===== config.mk =====
export PLATFORM = sky130hd
export DESIGN_NAME = vga_fb_arbiter
export DESIGN_NICKNAME = d
export VERILOG_FILES = /design/src/rtl/vga_fb_arbiter.sv
export SDC_FILE = /design/constraint.sdc
export NUM_CORES = 1
export LEC_CHECK = 0
export BUFFER_PORTS_ARGS = -buffer_cell sky130_fd_sc_hd__buf_2
export CAP_MARGIN = 25
export CELL_PAD_IN_SITES_DETAIL_PLACEMENT = 1
export CELL_PAD_IN_SITES_GLOBAL_PLACEMENT = 1
export CORE_MARGIN = 4
export CORE_UTILIZATION = 51
export CTS_CLUSTER_SIZE = 20
export DETAILED_ROUTE_END_ITERATION = 7
export PLACE_DENSITY_LB_ADDON = 0.2
export SYNTH_ARGS = -nofsm -noshare
export SYNTH_HDL_FRONTEND = slang
export SYNTH_SLANG_ARGS = --single-unit

===== constraint.sdc =====
create_clock -name S_AXI_ACLK -period 4.71 [get_ports S_AXI_ACLK]
set_input_delay 0.471 -clock S_AXI_ACLK [delete_from_list [all_inputs] [get_ports S_AXI_ACLK]]
set_output_delay 0.471 -clock S_AXI_ACLK [all_outputs]
set_load 0.1 [all_outputs]

===== src/rtl/vga_fb_arbiter.sv =====
// Frame-buffer arbiter: shares one single-port pixel RAM between display scan-out
// reads and posted CPU pixel writes, with a starvation bound for the CPU side.
module vga_fb_arbiter #(
    parameter int ADDR_WIDTH   = 16,
    parameter int DATA_WIDTH   = 16,
    parameter int WBUF_DEPTH   = 4,
    parameter int STARVE_LIMIT = 8
) (
    input  logic                            S_AXI_ACLK,
    input  logic                            S_AXI_ARESETN,
    input  logic                            disp_req,
    input  logic [ADDR_WIDTH-1:0]           disp_addr,
    output logic                            disp_ack,
    output logic [DATA_WIDTH-1:0]           disp_rdata,
    output logic                            disp_rvalid,
    input  logic                            cpu_wvalid,
    input  logic [ADDR_WIDTH-1:0]           cpu_waddr,
    input  logic [DATA_WIDTH-1:0]           cpu_wdata,
    output logic                            cpu_wready,
    output logic [$clog2(WBUF_DEPTH):0]     wbuf_level,
    output logic                            ram_en,
    output logic                            ram_we,
    output logic [ADDR_WIDTH-1:0]           ram_addr,
    output logic [DATA_WIDTH-1:0]           ram_wdata,
    input  logic [DATA_WIDTH-1:0]           ram_rdata,
    output logic [7:0]                      dbg_starve_cnt
);

    localparam int PTR_W = $clog2(WBUF_DEPTH);

    logic [PTR_W:0]          wr_ptr;
    logic [PTR_W:0]          rd_ptr;
    logic [ADDR_WIDTH-1:0]   wbuf_addr [WBUF_DEPTH];
    logic [DATA_WIDTH-1:0]   wbuf_data [WBUF_DEPTH];
    logic [7:0]              starve_cnt;
    logic                    fifo_empty;
    logic                    fifo_full;
    logic                    push;
    logic                    cpu_grant;
    logic                    rd_p1;
    logic                    rd_p2;

    // Extra pointer bit separates full (MSBs differ) from empty (pointers equal).
    assign fifo_empty = (wr_ptr == rd_ptr);
    assign fifo_full  = (wr_ptr[PTR_W] != rd_ptr[PTR_W]) &&
                        (wr_ptr[PTR_W-1:0] == rd_ptr[PTR_W-1:0]);

    // Handshakes: a write is pushed when cpu_wvalid && cpu_wready; a fetch is
    // accepted when disp_req && disp_ack. Both readies are forced low in reset.
    assign cpu_wready = S_AXI_ARESETN && !fifo_full;
    assign push       = cpu_wvalid && cpu_wready;
    assign disp_ack   = S_AXI_ARESETN && disp_req &&
                        (fifo_empty || (starve_cnt < 8'(STARVE_LIMIT)));
    assign cpu_grant  = S_AXI_ARESETN && !disp_ack && !fifo_empty;

    assign wbuf_level     = wr_ptr - rd_ptr;
    assign dbg_starve_cnt = starve_cnt;

    // Storage needs no reset: stale words are unreachable once the pointers clear.
    always_ff @(posedge S_AXI_ACLK) begin
        if (push) begin
            wbuf_addr[wr_ptr[PTR_W-1:0]] <= cpu_waddr;
            wbuf_data[wr_ptr[PTR_W-1:0]] <= cpu_wdata;
        end
    end

    always_ff @(posedge S_AXI_ACLK or negedge S_AXI_ARESETN) begin
        if (!S_AXI_ARESETN) begin
            wr_ptr      <= '0;
            rd_ptr      <= '0;
            starve_cnt  <= '0;
            ram_en      <= 1'b0;
            ram_we      <= 1'b0;
            ram_addr    <= '0;
            ram_wdata   <= '0;
            rd_p1       <= 1'b0;
            rd_p2       <= 1'b0;
            disp_rvalid <= 1'b0;
            disp_rdata  <= '0;
        end else begin
            if (push)
                wr_ptr <= wr_ptr + (PTR_W+1)'(1);
            if (cpu_grant)
                rd_ptr <= rd_ptr + (PTR_W+1)'(1);

            if (fifo_empty || cpu_grant)
                starve_cnt <= '0;
            else if (disp_ack && (starve_cnt < 8'(STARVE_LIMIT)))
                starve_cnt <= starve_cnt + 8'd1;

            ram_en <= disp_ack || cpu_grant;
            ram_we <= cpu_grant;
            if (disp_ack) begin
                ram_addr <= disp_addr;
            end else if (cpu_grant) begin
                ram_addr  <= wbuf_addr[rd_ptr[PTR_W-1:0]];
                ram_wdata <= wbuf_data[rd_ptr[PTR_W-1:0]];
            end

            // Read pipeline: RAM access, RAM data out, then registered to the display.
            rd_p1       <= disp_ack;
            rd_p2       <= rd_p1;
            disp_rvalid <= rd_p2;
            if (rd_p2)
                disp_rdata <= ram_rdata;
        end
    end

endmodule


# ---- Word-level counts from Yosys, hierarchy flattened
# Memory sizes are Yosys's and may differ from the RTL's. A register that Yosys moved wholly into a read port is not among the register bits.
# Index checks and enable logic that the tools add are counted.
dict set report op_classes {
  n_addsub 4
  magnitude_cmp 1
  eq_ne 3
  n_mux 6
  bitwise 1
  n_reduce_logical 18
}
# cell n
set ops {}
lappend ops {{$mux W16} 2}
lappend ops {{$mux W8} 2}
lappend ops {{$add A8 B1 Y8 const B} 1}
lappend ops {{$logic_and A1 B1 Y1} 8}
lappend ops {{$lt A8 B4 Y1 const B} 1}
lappend ops {{$add A3 B1 Y3 const B} 2}
lappend ops {{$logic_not A1 Y1} 4}
lappend ops {{$reduce_bool A2 Y1} 2}
lappend ops {{$eq A3 B3 Y1} 1}
lappend ops {{$logic_or A1 B1 Y1} 3}
lappend ops {{$sub A3 B3 Y3} 1}
lappend ops {{$eq A2 B2 Y1} 1}
lappend ops {{$mux W1} 2}
lappend ops {{$reduce_and A2 Y1} 1}
lappend ops {{$ne A1 B1 Y1} 1}
lappend ops {{$not A1 Y1} 1}
dict set report totals {
  ff_bits 51
  ramBits 128
  inputBits 68
  output_inout_bits 64
  wordCells 45
  memories 2
}
# name words width read_ports rd_clocked_by_memory_dff wr line_no
set mem_list {}
lappend mem_list {wbuf_addr 4 16 1 0 1 33} ;# logic [ADDR_WIDTH-1:0] wbuf_addr [WBUF_DEPTH];
lappend mem_list {wbuf_data 4 16 1 1 1 34} ;# logic [DATA_WIDTH-1:0] wbuf_data [WBUF_DEPTH];

# ---- Logic depth before layout (Yosys ltp)
dict set report depth {
  ltp_word 8
  ltp_mapped 9
  ltp_nobuf 6
}

# ---- Least setup slack after synthesis
# Ideal clock, no wire load.
dict set report synth_timing {
  path_kind {flip-flop to flip-flop}
  start {register rd_ptr[1]}
  end {memory wbuf_addr[3][0], enable pin}
  setup_ps 394
  arrival_ps 3158
  required_time_ps 4316
  setup_slack_ps 1158
  path_stages_with_launch 8
  path_buffers 2
  synth_period_minus_slack_ps 3552
  cell_sequence {dfrtp_1 > clkbuf_1 > clkbuf_1 > inv_1 > ha_1 > nand2_1 > o21a_1 > and3_1}
}
dict set report synth_via {
  elab_chain_cells 7
}
# item line_no
set synth_rtl {}
lappend synth_rtl {{from (decl)} 32} ;# logic [PTR_W:0] rd_ptr;
lappend synth_rtl {{from (signal assigned)} 84} ;# rd_ptr <= rd_ptr + (PTR_W+1)'(1);
lappend synth_rtl {{$eq A2 B2 Y1} 46} ;# (wr_ptr[PTR_W-1:0] == rd_ptr[PTR_W-1:0]);
lappend synth_rtl {{$logic_and A1 B1 Y1} 45} ;# assign fifo_full = (wr_ptr[PTR_W] != rd_ptr[PTR_W]) &&
lappend synth_rtl {{$logic_not A1 Y1} 50} ;# assign cpu_wready = S_AXI_ARESETN && !fifo_full;
lappend synth_rtl {{$logic_and A1 B1 Y1} 50}
lappend synth_rtl {{net cpu_wready} 19} ;# output logic cpu_wready,
lappend synth_rtl {{$logic_and A1 B1 Y1} 51} ;# assign push = cpu_wvalid && cpu_wready;
lappend synth_rtl {{$mux W1} 61} ;# if (push) begin
lappend synth_rtl {{$mux W1 (implied by the code)} 62} ;# wbuf_addr[wr_ptr[PTR_W-1:0]] <= cpu_waddr;
lappend synth_rtl {{to (decl)} 33}
# The timed path passes the listed nets, and every way through them passes these cells.

# ---- Worst setup path after layout
dict set report layout_timing {
  start {register rd_ptr[1]}
  end {output port disp_ack}
}
dict set report layout_via {
  elab_chain_cells 3
}
# item line_no
set layout_rtl {}
lappend layout_rtl {{$eq A3 B3 Y1} 44} ;# assign fifo_empty = (wr_ptr == rd_ptr);
lappend layout_rtl {{$logic_or A1 B1 Y1} 53} ;# (fifo_empty || (starve_cnt < 8'(STARVE_LIMIT)));
lappend layout_rtl {{$logic_and A1 B1 Y1} 52} ;# assign disp_ack = S_AXI_ARESETN && disp_req &&
lappend layout_rtl {{to (decl)} 13} ;# output logic disp_ack,
# Every way passes these cells.

==> summary.md <==
| Metric | Value |
|---|---|
| Area of the mapped netlist | `0.007422 mm^2` |
| CP Data Required Time | `4.24 ns` |
| Total die area | `0.01655 mm^2` |
| Max Cap Violations | `0` |
| Vias | `3869` |
| CTS Buffer Depth | `2` |
| Yosys top cell area share | `51.79%` |
| Post_cts resized | `0` |
| Sum of routed wire length over all layers | `15.62 mm` |
| Post-DP HPWL | `10.62 mm` |
| Worst Reg2Reg Path Length in Cells | `5` |
| Hold Fails Final Rpt | `0` |
| DR vias/cell | `5.575` |
| M2 GR Usage | `34.35%` |
| Fillers | `1220` |
| Final Wtd Congestion | `0.7580` |
| Number of flops mapped to enable cells by yosys | `128` |
| Avg Inst Size Synth | `20.39 um^2` |
| Clk pin slew, worst setup/hold paths | `0.06 ns` |
| DRC viols | `0` |
| Area Overhead vs Synth | `18.61%` |
| Slowest CP cell | `dfrtp_2` |
| Main flop type after synthesis | `edfxtp_1` |
| Num CTS Buffers | `17` |
| Met1 Resource Use GR | `25.52%` |
| Final period util | `73.32%` |
| Layout cells sized above 1 | `46.11%` |
| Clock sinks | `195` |
| Vias in the first global route | `4288` |
| Final ANT Viol Nets | `0` |
| Min Tclk post-route | `3.453 ns` |
| Post-place setup slack | `1.632 ns` |
| Status | `finished, final reports clean` |
| Reg-to-Reg Start | `rd_ptr[1]` |
| Crit path from | `rd_ptr[1]` |
| H-tree lvl count | `4` |
| Slew Limit Fails | `0` |
| Final WS setup | `1.257 ns` |
| Footprint of the multi-input gates | `0.001790 mm^2` |
| Final TNS setup | `0 ns` |
| Post-synthesis net count | `441` |
| Crit-path cells | `inv_1, ha_1, nand3_1, a21oi_4, buf_4, buf_2` |
| CP Capture Type | `output pin` |
| Area contributors post-synth | `edfxtp_1 (52%), dfrtp_1 (23%), mux4_2 (9.7%)` |
| Critical path peak fanout | `36` |
| Die Wd | `128.6 um` |
| Met3 usage | `4.691%` |
| CTS tree | `done` |
| Slew @ Worst Pin | `0.8947 ns` |
| Mapped Cells | `364` |
| Final setup vio count | `0` |
| Yosys cell types | `33` |
| Unrepaired setup endpoints after global routing | `no` |
| Antenna Cells | `0` |
| WP data arrival | `2.98 ns` |
| Detail-routed net length per standard cell | `22.51 um` |
| Worst-Skew Late Latency | `0.43 ns` |
| WS Path Type | `reg -> out` |
| First-pass GRT wire length | `24.60 mm` |
| Max frequency | `289.6 MHz` |
| First-pass detailed-route iteration total | `4` |
| Largest net degree at the start of global routing | `44` |
| CP peak stage delay | `0.95 ns` |
| Clk Tree Root Cell | `clkbuf_16` |
| Post-CTS Setup Inserts | `0` |
| Reg2reg end | `ram_wdata[4]` |
| Row count | `43` |
| IO buf count | `131` |
| Relative slew slack | `40.35%` |
| Congestion Overflow GR | `0` |
| R2R setup slack | `1.70 ns` |
| Min-delay worst type | `in -> async` |
| Ys Warns | `0` |
| Drt initial violations | `208` |
| Synth cell count leaders | `edfxtp_1 (128), dfrtp_1 (67), mux2_2 (32), mux4_2 (32), nor3b_1 (17)` |
| Register bit count reported by yosys | `195` |
| Area leader, netlist | `edfxtp_1` |
| IO Pins | `132` |
| Count leader, synth | `edfxtp_1` |
| Die Y | `128.6 um` |
| Register area | `0.005523 mm^2` |
| Nets | `578` |
| CTS Hold Bufs | `0` |
| Startpoint types | `flip-flop` |
| Initial Utilization | `52.86%` |
| Ys async rst share | `34.36%` |
| Grt peak-use layer | `met2` |
| Initial antenna violation count | `0` |
| Core area | `0.01404 mm^2` |
| Worst Skew | `0.01357 ns` |
| Seq/Total Area, Yosys | `74.38%` |
| Gr usage total | `19.97%` |
worst max path at each step:
stage                                  to  cells past startpoint
after floorplan           wbuf_addr[3][0]                      7
after global placement           disp_ack                      6
after detailed placement     ram_wdata[4]                      5
after CTS                        disp_ack                      6
after global routing             disp_ack                      6
final                            disp_ack                      6
through the flow:
stage | hold slack, ns | utilization (%) | std cells | instance area, um^2
after floorplan | 0.1754 | - | 364 | 7422
after global placement | 0.3412 | 58.69 | 661 | 8242
after detailed placement | 0.3541 | 58.75 | 662 | 8249
after CTS | 0.04806 | 62.69 | 694 | 8803
after global routing | 0.06554 | 62.69 | 694 | 8803
final | 0.03570 | 62.69 | 694 | 8803
sequential cells by signal (all words and copies together) (netlist names):
signal and flops:
wr_ptr 3, ram_addr 16, dbg_starve_cnt 8, disp_rvalid 1, disp_rdata 16, ram_we 1, rd_ptr 3, wbuf_data 64
rd_p1 1, ram_en 1, rd_p2 1, ram_wdata 16, wbuf_addr 64
layer usage:
metal,share of wire [%],routed length (um)
met1,41,6394
met2,52,8148
met3,5.8,907
met4,1.1,171
met5,0,0
critical path: cells and delay by family (launching register included):
kind                       cells  cell delay [ns]
adders and majority gates      1             0.35
buffers and inverters          3             0.80
AOI/OAI and AO/OA              1             0.19
DFF                            1             0.95
and+or+nand+nor                1             0.24
layout by cell type, fill, tap and decap left out, types with 6 or more instances in the layout:
master / count
mux2_2: 32
nor3b_1: 17
dfrtp_1: 65
a221o_1: 16
edfxtp_1: 128
inv_1: 6
buf_2: 130
mux4_2: 32
clkbuf_16: 19
ha_1: 8
kinds of logic after synthesis:
logic type	share of synthesized area (%)
DFF	74.38
muxes	15.00
and+or+nand+nor	3.607
buffers and inverters	1.568
AOI/OAI and AO/OA	2.883
adders and majority gates	1.618
xor gates and xnor gates	0.9441
layout make-up:
type	count	share of cell area, %
sequential	195	62.73
multi-input combinational	146	20.34
timing repair buffer	135	7.817
clock buffer	24	5.728
tap	180	2.558
clock inverter	8	0.5685
inverter	6	0.2558
Power is not shown: default switching activity piles up to over one toggle a cycle in this logic, so the estimate is an artifact.
